## config.mk

```make
export PLATFORM = sky130hd
export DESIGN_NAME = mem_request_arbiter
export DESIGN_NICKNAME = d
export VERILOG_FILES = /design/src/rtl/mem_arb_pkg.sv /design/src/rtl/rr_picker2.sv /design/src/rtl/mem_request_arbiter.sv
export SDC_FILE = /design/constraint.sdc
export NUM_CORES = 1
export LEC_CHECK = 0
export BUFFER_PORTS_ARGS = -buffer_cell sky130_fd_sc_hd__buf_2
export CORE_AREA = 4 4 647 649
export CTS_CLUSTER_DIAMETER = 200
export DETAILED_ROUTE_END_ITERATION = 10
export DIE_AREA = 0 0 651 653
export MAX_ROUTING_LAYER = met4
export PLACE_DENSITY = 0.34
export SLEW_MARGIN = 30
export SYNTH_ARGS = -nofsm -noshare
export SYNTH_HDL_FRONTEND = slang
export SYNTH_HIERARCHICAL = 1
export SYNTH_SLANG_ARGS = --single-unit
```

## constraint.sdc

```tcl
create_clock -name clock_i -period 5.3 [get_ports clock_i]
set_input_delay 0.795 -clock clock_i [delete_from_list [all_inputs] [get_ports clock_i]]
set_output_delay 0.795 -clock clock_i [all_outputs]
set_load 0.03 [all_outputs]
```

## src/rtl/mem_arb_pkg.sv

```systemverilog
// Shared types and widths for the memory request arbiter and its memory-controller side.
package mem_arb_pkg;

  localparam int ADDR_W   = 64;
  localparam int BLOCK_W  = 256;
  localparam int OFFSET_W = 5;

  typedef enum logic [2:0] {
    ST_IDLE,
    ST_ISSUE,
    ST_WAIT_ENGAGE,
    ST_WAIT_DONE,
    ST_RESPOND
  } state_t;

  typedef enum logic {
    GRANT_I = 1'b0,
    GRANT_D = 1'b1
  } grant_t;

endpackage

```

## src/rtl/rr_picker2.sv

```systemverilog
// Two-way round-robin pick between icache and dcache requests.
module rr_picker2
  import mem_arb_pkg::*;
(
  input  logic   i_req,
  input  logic   d_req,
  input  grant_t last_grant,
  output logic   pick_vld,
  output grant_t pick
);

  // On a tie the side not served last wins; otherwise the lone requester wins.
  always_comb begin
    pick_vld = i_req | d_req;
    pick     = GRANT_I;
    if (i_req && d_req)
      pick = (last_grant == GRANT_I) ? GRANT_D : GRANT_I;
    else if (d_req)
      pick = GRANT_D;
  end

endmodule

```

## src/rtl/mem_request_arbiter.sv

```systemverilog
// Single-outstanding arbiter from icache/dcache miss paths onto the memory controller port.
module mem_request_arbiter
  import mem_arb_pkg::*;
#(
  parameter int addressSize   = ADDR_W,
  parameter int blockSize     = BLOCK_W,
  parameter int offsetSize    = OFFSET_W,
  parameter int timeoutCycles = 1024
) (
  input  logic                   clock_i,
  input  logic                   reset_i,
  input  logic                   iReq_i,
  input  logic [addressSize-1:0] iAddress_i,
  output logic                   iReady_o,
  output logic [blockSize-1:0]   iBlock_o,
  output logic [addressSize-1:0] iBlockAddress_o,
  output logic                   iBlockValid_o,
  input  logic                   dReq_i,
  input  logic [addressSize-1:0] dAddress_i,
  input  logic [blockSize-1:0]   dData_i,
  input  logic                   dIsWrite_i,
  output logic                   dReady_o,
  output logic [blockSize-1:0]   dBlock_o,
  output logic [addressSize-1:0] dBlockAddress_o,
  output logic                   dBlockValid_o,
  output logic                   dWriteDone_o,
  output logic [addressSize-1:0] mcuAddress_o,
  output logic [blockSize-1:0]   mcuData_o,
  output logic                   mcuIsWrite_o,
  output logic                   mcuRequestEnable_o,
  input  logic [blockSize-1:0]   mcuBlock_i,
  input  logic [addressSize-1:0] mcuBlockAddress_i,
  input  logic                   mcuBlockOutEnable_i,
  input  logic                   mcuMemoryEngaged_i,
  output logic                   timeoutError_o
);

  // One spare bit so the count can pass the last value when engage lands on expiry.
  localparam int CNT_W = $clog2(timeoutCycles) + 1;
  localparam logic [CNT_W-1:0] CNT_LAST = CNT_W'(timeoutCycles - 1);
  localparam logic [addressSize-1:0] OFF_MASK = addressSize'((64'd1 << offsetSize) - 64'd1);

  state_t                 state_q, state_d;
  grant_t                 last_q, last_d;
  grant_t                 gnt_q, gnt_d;
  logic [addressSize-1:0] addr_q, addr_d;
  logic [blockSize-1:0]   data_q, data_d;
  logic                   wr_q, wr_d;
  logic [blockSize-1:0]   block_q, block_d;
  logic [CNT_W-1:0]       cnt_q, cnt_d;
  logic                   err_q, err_d;

  logic   pick_vld;
  grant_t pick;
  logic   addr_hit;
  logic   expire;

  rr_picker2 u_pick (
    .i_req      (iReq_i),
    .d_req      (dReq_i),
    .last_grant (last_q),
    .pick_vld   (pick_vld),
    .pick       (pick)
  );

  // Block-address compare ignores the byte offset within the block.
  assign addr_hit = (((mcuBlockAddress_i ^ addr_q) & ~OFF_MASK) == '0);
  assign expire   = (cnt_q >= CNT_LAST);

  // Next-state, latches and timeout; completion is checked before expiry so it wins.
  always_comb begin
    state_d = state_q;
    last_d  = last_q;
    gnt_d   = gnt_q;
    addr_d  = addr_q;
    data_d  = data_q;
    wr_d    = wr_q;
    block_d = block_q;
    cnt_d   = cnt_q;
    err_d   = err_q;
    case (state_q)
      ST_IDLE: begin
        if (!mcuMemoryEngaged_i && pick_vld) begin
          gnt_d   = pick;
          addr_d  = (pick == GRANT_D) ? dAddress_i : iAddress_i;
          data_d  = (pick == GRANT_D) ? dData_i : '0;
          wr_d    = (pick == GRANT_D) && dIsWrite_i;
          state_d = ST_ISSUE;
        end
      end
      ST_ISSUE: begin
        cnt_d   = '0;
        state_d = ST_WAIT_ENGAGE;
      end
      ST_WAIT_ENGAGE: begin
        if (mcuMemoryEngaged_i) begin
          cnt_d   = cnt_q + 1'b1;
          state_d = ST_WAIT_DONE;
        end else if (expire) begin
          err_d   = 1'b1;
          state_d = ST_IDLE;
        end else begin
          cnt_d = cnt_q + 1'b1;
        end
      end
      ST_WAIT_DONE: begin
        if (wr_q ? !mcuMemoryEngaged_i : (mcuBlockOutEnable_i && addr_hit)) begin
          if (!wr_q) block_d = mcuBlock_i;
          state_d = ST_RESPOND;
        end else if (expire) begin
          err_d   = 1'b1;
          state_d = ST_IDLE;
        end else begin
          cnt_d = cnt_q + 1'b1;
        end
      end
      ST_RESPOND: begin
        last_d  = gnt_q;
        state_d = ST_IDLE;
      end
      default: state_d = ST_IDLE;
    endcase
  end

  // State and latch registers; reset drops any in-flight request.
  always_ff @(posedge clock_i) begin
    if (reset_i) begin
      state_q <= ST_IDLE;
      last_q  <= GRANT_I;
      gnt_q   <= GRANT_I;
      addr_q  <= '0;
      data_q  <= '0;
      wr_q    <= 1'b0;
      block_q <= '0;
      cnt_q   <= '0;
      err_q   <= 1'b0;
    end else begin
      state_q <= state_d;
      last_q  <= last_d;
      gnt_q   <= gnt_d;
      addr_q  <= addr_d;
      data_q  <= data_d;
      wr_q    <= wr_d;
      block_q <= block_d;
      cnt_q   <= cnt_d;
      err_q   <= err_d;
    end
  end

  assign mcuRequestEnable_o = (state_q == ST_ISSUE);
  assign iReady_o           = (state_q == ST_ISSUE) && (gnt_q == GRANT_I);
  assign dReady_o           = (state_q == ST_ISSUE) && (gnt_q == GRANT_D);
  assign mcuAddress_o       = addr_q;
  assign mcuData_o          = data_q;
  assign mcuIsWrite_o       = wr_q;

  assign iBlockValid_o   = (state_q == ST_RESPOND) && (gnt_q == GRANT_I);
  assign dBlockValid_o   = (state_q == ST_RESPOND) && (gnt_q == GRANT_D) && !wr_q;
  assign dWriteDone_o    = (state_q == ST_RESPOND) && (gnt_q == GRANT_D) && wr_q;
  assign iBlock_o        = block_q;
  assign dBlock_o        = block_q;
  assign iBlockAddress_o = addr_q;
  assign dBlockAddress_o = addr_q;
  assign timeoutError_o  = err_q;

endmodule

```

==> qor.csv, run 1 <==
stage,metric,value,unit
floorplanning,Die Y,653,um
grt,antenna violations before repair,361,
run,max cap viols,0,
final_layout,fill count,48300,
clocking,post_cts resized,0,
clocking,post-CTS setup buffers,0,
floorplanning,I/O pin total,1679,
synthesis,Post-synth EDFFs,0,
power_and_ir_drop,P per Cell Area,323,mW/mm2
floorplanning,Initial Utilization,6.15,%
clocking,CTS sink count,594,
synthesis,post-synthesis sequential area ratio,46.9,%
grt,vias in the first global route,26500,
final_layout,"most common cell after layout, fill and taps aside",buf_2,
clocking,hold buffers post-CTS,0,
drt,DR vias,28500,
timing,setup_tns,0,ps
synthesis,syn avg cell area,8.07,um2
power_and_ir_drop,Leak Pwr,17.1,nW
drt,WL final,307000,um
synthesis,Most used DFF post-synth,dfxtp_1,
timing,Slew headroom,38.7,%
timing,RSZ-0062 raised after global routing,false,
hold_path,hold crit path type,input pin to flip-flop,
timing,final hold vios,0,
timing,final slew viol count,0,
timing,skew final,102,ps
floorplanning,core area,0.413,mm2
floorplanning,# rows,236,
setup_path,CP required,5900,ps
placed_design,DP Cell Count,9773,
synthesis,Synth async-reset ratio,0,%
setup_path,WP data arrival,4000,ps
placed_design,Post-DP HPWL,273000,um
timing,Setup-failing EPs final,0,
setup_path,CP Launch Type,flip-flop,
final_layout,"commonest cells after routing, fill and taps aside","buf_2 (1672), nand2_1 (782), dfxtp_1 (594)",
synthesis,synth warn,6,
timing,Min Hold Slack,199,ps
grt,Total GRT Usage,14.1,%
outcome,status,"complete, no violations",
drt,Wirelength per Cell,30.5,um
synthesis,post-synth cell types,48,
drt,Detailed Routing Iterations Pass 1,5,
clocking,CTS tree,yes,
power_and_ir_drop,peak supply drop,249,uV
clocking,Max clock buf depth,4,
grt,largest net degree at the start of global routing,139,
clocking,Clock H-tree levels,3,
final_layout,fin nets,5104,
timing,Worst-Margin Slew,920,ps
final_layout,layout cells sized above 1,43.2,%
floorplanning,Die Width,651,um
drt,residual DRC count,0,
grt,GRT overflow,0,
timing,post-layout minimum cycle time,3400,ps
setup_path,highest fanout seen on the critical path,28,
timing,fin crit share,64.1,%
placed_design,pre-CTS WS,1550,ps
drt,antenna-violating nets left,0,
synthesis,Syn Inst Count,3144,
clocking,root buffer cell,clkbuf_16,
synthesis,Syn Std Cell Area,0.0254,mm2
clocking,clk_lat worst skew,860,ps
synthesis,Post-Syn Nets,3856,
timing,Final WS setup,1900,ps
final_layout,Synth-to-Final Area Change,62.0,%
clocking,Worst-path clk slew,70,ps
final_layout,multi-input gate area in the final layout,0.00944,mm2
timing,Peak Freq,0.294,GHz
synthesis,Synth Register Bits,594,
floorplanning,Die ar.,0.425,mm2
final_layout,final non-filler cell total,10100,
drt,via/cell ratio,2.83,
clocking,TritonCTS Buffers,91,
placed_design,RD Place Congestion,0.860,
placed_design,Port Buf Inserts,1673,
drt,initial DRC count,1864,
setup_path,crit end category,flip-flop,
grt,first-pass GRT wire length,364000,um
final_layout,Reg area,0.0119,mm2
setup_path,crit path kind,flip-flop to flip-flop,
[worst max-delay path, stage by stage, from the launching register on]
cell      delay (ps)
dfxtp_1          300
buf_4            180
xnor2_1          470
nand4_1          390
nor4_1           290
nand4_1          170
nand4b_4         220
or3_4            490
buf_12           210
buf_12           230
nand2_1           80
a21oi_1           60
[logic make-up (layout without fill, tap and decap cells)]
group | Yosys count | after routing | share of synthesized area (%)
fa+ha+maj | 1 | 1 | 0.0493
xor+xnor | 50 | 50 | 1.73
flops | 594 | 594 | 46.9
other cells | 0 | 141 | 0
buf+inv | 628 | 1943 | 16.0
simple gates | 1180 | 1180 | 19.4
compound gates | 626 | 626 | 13.3
mux | 65 | 65 | 2.57
[layer usage]
layer,part of all wire (%),vias up,wire length (um),track usage (%)
met1,31,13200,96500,12.5
met5,0,-,0,-
met2,50,1749,154000,24.9
met3,14,719,43800,8.67
li1,-,12800,-,-
met4,4.1,0,12700,4.35
[Yosys cell counts (3+ instances only)]
library cell | instances | area (um2)
a211oi_1 | 71 | 533
a21oi_1 | 523 | 2620
a31oi_1 | 5 | 31.3
buf_1 | 4 | 15.0
buf_2 | 42 | 210
buf_4 | 384 | 2880
buf_6 | 25 | 282
clkbuf_1 | 161 | 604
dfxtp_1 | 594 | 11900
inv_1 | 10 | 37.5
mux2i_1 | 64 | 641
nand2_1 | 782 | 2940
nand2b_1 | 5 | 31.3
nand3_1 | 263 | 1320
nand4_1 | 13 | 81.3
nor2_1 | 79 | 297
nor2b_1 | 9 | 56.3
nor3_1 | 6 | 30.0
nor4_1 | 7 | 43.8
o21ai_0 | 8 | 40.0
o22ai_1 | 4 | 25.0
or3_1 | 3 | 18.8
xnor2_1 | 42 | 368
xor2_1 | 8 | 70.1
[path summary, 6_finish.rpt]
check	from	endpoint	slack [ps]	cells after the start
worst max-delay path	dBlockAddress_o[10]	dBlock_o[65]	1900	11
worst min-delay path	dData_i[125]	mcuData_o[125]	200	3
worst max register to register	dBlockAddress_o[10]	dBlock_o[65]	1900	11
worst min register to register	mcuData_o[209]	mcuData_o[209]	440	2
[final cells by class]
type / count / share of cell area, %
clock buffer: 124 / 6.29
timing repair buffer: 1773 / 23.1
sequential: 594 / 29.0
tap: 5474 / 16.7
inverter: 10 / 0.0914
antenna: 141 / 0.859
clock inverter: 36 / 1.05
multi-input combinational: 1922 / 23.0
[through the flow]
stage | utilization (%) | total power, mW | instance area [um2]
floorplan | - | 5.92 | 25400
global placement | 9.13 | 7.11 | 37700
detailed placement | 9.14 | 7.12 | 37700
CTS | 9.87 | 13.6 | 40700
global route | 9.94 | 13.8 | 41000
finish | 9.96 | 13.3 | 41100
[flip-flops by register name (all words and copies together) (netlist names), 3 cells and up]
| signal | flops |
|---|---|
| cnt_q | 11 |
| dBlockAddress_o | 64 |
| mcuData_o | 256 |
| state_q | 3 |
| dBlock_o | 256 |
[power by group]
group / total (mW) / switching (mW) / internal [mW]
clock network: 6.32 / 2.57 / 3.75
registers: 4.81 / 0.202 / 4.60
logic: 2.12 / 1.54 / 0.577
Power figures use the tool's default switching activity.
==> run 2, diff against run 1 <==
- CORE_AREA: 4 4 647 649 -> 4 4 651 653
- DIE_AREA: 0 0 651 653 -> 0 0 655 657
- clock period: 5.3 -> 3.1 ns (I/O delays scaled with it)
==> run 2 against run 1 <==
  * Power up 77%
  * Flip-flop and latch count unchanged
  * Maximum frequency up 14%
  * Die area up 1.2%
  * Critical path depth down 1
  * Sequential share of layout area down 4.0 points
  * Combinational power up 130%
  * Global-route usage about the same
  * Register-to-register slack worse by 1800 ps
  * Clock skew about the same
  * Worst setup slack worse by 1800 ps
  * Clock-buffer cell count up 1
  * Largest cell class is now non-clock buffers
  * Highest routed layer unchanged
==> qor.csv, run 2 (synthesized netlist as in run 1, its figures left out) <==
stage,metric,value,unit
outcome,status,"complete, no violations",
timing,Final WS setup,128,ps
drt,initial DRC count,2145,
hold_path,Worst Hold Path EP,dBlockAddress_o[14],
grt,Total GRT Usage,14.2,%
clocking,CTS tree,yes,
drt,antenna-violating nets left,0,
final_layout,fin nets,5747,
hold_path,min-delay src,iAddress_i[14],
setup_path,crit end category,flip-flop,
floorplanning,Initial Utilization,6.06,%
setup_path,Buf/Inv on CP,2,
setup_path,worst reg2reg path endpoint,dBlock_o[241],
clocking,Clock H-tree levels,3,
floorplanning,# rows,238,
power_and_ir_drop,Leak Pwr,19.9,nW
setup_path,most frequent CP cell,nand4_1,
setup_path,Reg-to-Reg Start,dBlockAddress_o[8],
floorplanning,Die Width,655,um
drt,Detailed Routing Iterations Pass 1,5,
timing,fin crit share,95.9,%
clocking,TritonCTS Buffers,90,
timing,final hold vios,0,
grt,vias in the first global route,30200,
drt,residual DRC count,0,
clocking,CTS sink count,594,
setup_path,WP data arrival,3580,ps
setup_path,CP required,3710,ps
timing,post-layout minimum cycle time,2970,ps
drt,WL final,311000,um
setup_path,Crit-path slowest cell,nor4_4,
setup_path,"slowest stage delay, CP",420,ps
final_layout,"Design Area, Final",0.0477,mm2
clocking,Worst-path clk slew,60,ps
clocking,root buffer cell,clkbuf_16,
clocking,Max clock buf depth,4,
setup_path,crit-path leading delay family,simple AND/OR/NAND/NOR gates,
final_layout,"commonest cells after routing, fill and taps aside","buf_2 (1671), nand2_1 (780), dfxtp_1 (589)",
grt,antenna violations before repair,268,
hold_path,Worst Hold Path Cells,3,
placed_design,Port Buf Inserts,1673,
timing,skew final,102,ps
timing,Peak Freq,0.336,GHz
clocking,clk_lat worst skew,840,ps
timing,Worst-Margin Slew,875,ps
grt,largest net degree at the start of global routing,125,
setup_path,highest fanout seen on the critical path,14,
timing,RSZ-0062 raised after global routing,true,
setup_path,CP Launch Type,flip-flop,
setup_path,CP cell instances,xnor2_2 -> nand4_1 -> nor4_4 -> nand4_1 -> nand4b_4 -> or3_4 -> buf_12 -> buf_4 -> nand2_1 -> a21oi_1,
placed_design,pre-CTS WS,-229,ps
power_and_ir_drop,peak supply drop,453,uV
run,max cap viols,0,
timing,final slew viol count,0,
final_layout,fill count,48800,
floorplanning,I/O pin total,1679,
floorplanning,Die ar.,0.430,mm2
setup_path,crit path kind,flip-flop to flip-flop,
placed_design,Post-DP Area,0.0384,mm2
hold_path,hold crit path type,input pin to flip-flop,
placed_design,Post-DP HPWL,274000,um
floorplanning,core area,0.419,mm2
drt,via/cell ratio,2.89,
timing,Min Hold Slack,94.7,ps
setup_path,reg2reg setup slack,130,ps
timing,Setup-failing EPs final,0,
final_layout,"most common cell after layout, fill and taps aside",buf_2,
final_layout,layout cells sized above 1,39.7,%
setup_path,R2R depth,10,
drt,DR vias,31000,
grt,GRT overflow,0,
drt,Wirelength per Cell,28.9,um
placed_design,RD Place Congestion,0.884,
floorplanning,Die Y,657,um
final_layout,Synth-to-Final Area Change,87.9,%
power_and_ir_drop,P per Cell Area,492,mW/mm2
grt,first-pass GRT wire length,378000,um
timing,Slew headroom,41.6,%
## run 2: through the flow
stage / TNS, ps / power (mW) / utilization (%) / instances
floorplan: 0 / 10.1 / - / 3144
global placement: -41420 / 12.4 / 9.17 / 9890
CTS: 0 / 24.1 / 11.3 / 10600
detailed placement: -43010 / 12.4 / 9.17 / 9890
finish: 0 / 23.4 / 11.4 / 10700
global route: -0.253 / 24.5 / 11.4 / 10700
## run 2: final cells by class
type | instances | area [um2] | area share (%)
multi-input combinational | 1922 | 9550 | 20.0
timing repair buffer | 2417 | 16000 | 33.6
antenna | 122 | 305 | 0.641
tap | 5520 | 6910 | 14.5
clock buffer | 125 | 2570 | 5.40
sequential | 594 | 11900 | 25.0
inverter | 10 | 37.5 | 0.0788
clock inverter | 35 | 342 | 0.717
## run 2: worst max path at each step
stage	slack, ps	startpoint	depth (start not counted)	to
floorplan	550	dBlockAddress_o[36]	11	dBlock_o[100]
global placement	-230	mcuBlockAddress_i[8]	12	dBlock_o[104]
detailed placement	-230	mcuBlockAddress_i[44]	11	dBlock_o[85]
CTS	5	dBlockAddress_o[47]	11	dBlock_o[62]
global route	-0.3	dBlockAddress_o[27]	11	dBlock_o[27]
finish	130	dBlockAddress_o[8]	10	dBlock_o[241]
## run 2: power by group
part	total [mW]	switching [mW]	internal, mW
clock network	10.5	4.39	6.13
logic	4.81	3.17	1.63
registers	8.11	0.232	7.87
## run 2: worst register-to-register path, delay by kind of cell, from the launching register on
| kind | cells | cell delay (ps) |
|---|---|---|
| AO/OA/AOI/OAI | 1 | 60 |
| XOR/XNOR | 1 | 120 |
| buffers and inverters | 2 | 570 |
| flip-flops | 1 | 360 |
| AND/OR/NAND/NOR | 6 | 1660 |
## run 2: layer usage
layer	wire, um	GRT usage [%]	vias to the layer above
met5	0	-	-
met4	9010	3.31	0
met1	110000	14.3	14900
li1	-	-	14000
met2	156000	24.8	1609
met3	35900	6.60	500
## run 2: what timing repair did
| item | 4_1_cts | 5_1_grt |
|---|---|---|
| hold endpoints to repair | 534 | 0 |
| hold buffers | 564 | 0 |
| setup endpoints to repair | 257 | 253 |
| cloned | 2 | 1 |
| pin swaps | 8 | 6 |
| resized for setup | 30 | 25 |
| setup buffers | 8 | 1 |
==> run 3, diff against run 2 <==
- PLACE_DENSITY: 0.34 -> 0.3
==> run 3 against run 2 <==
  * The run now ends with setup timing left
  * Largest power group unchanged
  * Clock skew grew 6.8 ps
  * Via count shrank 0.47%
  * Maximum frequency shrank 6.6%
==> qor.csv, run 3 (synthesized netlist as in run 1, its figures left out) <==
stage,metric,value,unit
final_layout,fill count,48800,
setup_path,CP required,3690,ps
clocking,Max clock buf depth,4,
drt,DR vias,30900,
clocking,CTS sink count,594,
run,max cap viols,0,
final_layout,Util after Layout,11.5,%
drt,WL final,305000,um
final_layout,Synth-to-Final Area Change,89.5,%
timing,Slew headroom,45.2,%
grt,largest net degree at the start of global routing,81,
power_and_ir_drop,peak supply drop,446,uV
final_layout,multi-input gate area in the final layout,0.00952,mm2
placed_design,RD Place Congestion,0.903,
final_layout,Reg area,0.0119,mm2
final_layout,"Design Area, Final",0.0481,mm2
drt,residual DRC count,0,
setup_path,CP Launch Type,flip-flop,
outcome,failing checks,setup timing,
grt,Total GRT Usage,13.9,%
grt,antenna violations before repair,241,
power_and_ir_drop,P per Cell Area,501,mW/mm2
clocking,Worst-path clk slew,60,ps
power_and_ir_drop,Leak Pwr,20.2,nW
timing,Setup-failing EPs final,68,
placed_design,Port Buf Inserts,1673,
clocking,CTS tree,yes,
setup_path,crit end category,flip-flop,
timing,skew final,108,ps
clocking,Clock H-tree levels,3,
setup_path,crit path kind,flip-flop to flip-flop,
drt,wire length on met3,29300,um
drt,antenna-violating nets left,0,
final_layout,"commonest cells after routing, fill and taps aside","buf_2 (1672), nand2_1 (781), dfxtp_1 (591)",
floorplanning,# rows,238,
grt,vias in the first global route,30200,
drt,Met1 Wirelength,115000,um
outcome,status,finished with violations,
final_layout,fin nets,5784,
drt,via/cell ratio,2.86,
final_layout,layout cells sized above 1,39.6,%
hold_path,hold crit path type,input pin to flip-flop,
setup_path,WP data arrival,3770,ps
floorplanning,Die ar.,0.430,mm2
drt,initial DRC count,1830,
grt,first-pass GRT wire length,371000,um
clocking,TritonCTS Buffers,96,
drt,Top Metal Used,met4,
clocking,root buffer cell,clkbuf_16,
timing,fin crit share,103,%
setup_path,highest fanout seen on the critical path,19,
final_layout,"most common cell after layout, fill and taps aside",buf_2,
floorplanning,core area,0.419,mm2
timing,final slew viol count,0,
timing,Worst-Margin Slew,822,ps
timing,post-layout minimum cycle time,3180,ps
clocking,clk_lat worst skew,850,ps
placed_design,Post-DP Area,0.0384,mm2
timing,final hold vios,0,
drt,Detailed Routing Iterations Pass 1,6,
timing,Final WS setup,-83.3,ps
grt,GRT overflow,0,
placed_design,Post-DP HPWL,268000,um
floorplanning,Die Width,655,um
floorplanning,Die Y,657,um
timing,Peak Freq,0.314,GHz
drt,met2 wire length,153000,um
placed_design,pre-CTS WS,-336,ps
drt,Wirelength per Cell,28.2,um
timing,RSZ-0062 raised after global routing,true,
floorplanning,I/O pin total,1679,
floorplanning,Initial Utilization,6.06,%
==> run 3: changes by cell type in the layout (fill, tap and decap cells not counted), moves of 4 or more <==
cell,change
a21oi_1,+4
a21oi_2,-4
buf_4,+25
buf_6,-9
buf_8,-5
clkbuf_16,+7
clkbuf_8,-4
diode_2,+5
dlygate4sd3_1,+19
inv_6,+4
==> run 3: through the flow <==
stage                     instances  TNS, ps  power (mW)  hold slack, ps
after global placement         9902   -65270        12.3             438
after floorplan                3144        0        10.1             436
after global routing          10800    -8770        25.1            28.2
final                         10800    -2600        24.1            59.6
after CTS                     10700    -13.0        24.7           0.387
after detailed placement       9902   -69340        12.3             441
==> run 3: layer usage <==
| metal | vias to the layer above | track usage [%] |
|---|---|---|
| met4 | 0 | 2.90 |
| li1 | 14200 | - |
| met5 | - | - |
| met2 | 1484 | 24.2 |
| met3 | 475 | 5.63 |
| met1 | 14700 | 14.7 |
==> run 3: what timing repair did <==
item | in CTS | in global routing
hold endpoints to repair | 538 | 0
hold buffers | 583 | 0
gates cloned | 5 | 2
setup buffers | 1 | 1
pin swaps | 4 | 3
endpoints found under the setup margin | 267 | 211
resized for setup | 27 | 6
==> run 3: critical path, stage by stage (launching register included) <==
cell and delay [ps]:
dfxtp_2 340, buf_12 140, xnor2_4 190, nand4_1 230, nor4_4 330, nand4_1 120, buf_4 170, nand4b_4 180
or3_4 360, buf_12 160, buf_12 310, nand2_1 70, a21oi_1 70
==> run 3: worst paths after layout <==
kind,start,cells past startpoint,slack (ps),end
max reg2reg,dBlockAddress_o[16],12,-80,dBlock_o[49]
min reg2reg,mcuData_o[210],2,450,mcuData_o[210]
max,dBlockAddress_o[16],12,-80,dBlock_o[49]
min,mcuBlock_i[180],3,60,dBlock_o[180]
==> run 3: report_power, final <==
part           internal (mW)  leakage [nW]  switching, mW  total (mW)
logic                   1.64          13.8           3.09        4.73
clock network           6.64          1.53           4.61        11.3
registers               7.87          4.82          0.211        8.09
==> run 3: area by class of cell <==
| type | instances | share of cell area [%] |
|---|---|---|
| clock inverters | 39 | 0.924 |
| repair buffers | 2448 | 33.8 |
| inverters | 10 | 0.0781 |
| well taps | 5520 | 14.4 |
| clock buffers | 130 | 5.58 |
| flip-flops and latches | 594 | 24.8 |
| multi-input cells | 1922 | 19.8 |
| diodes | 127 | 0.661 |
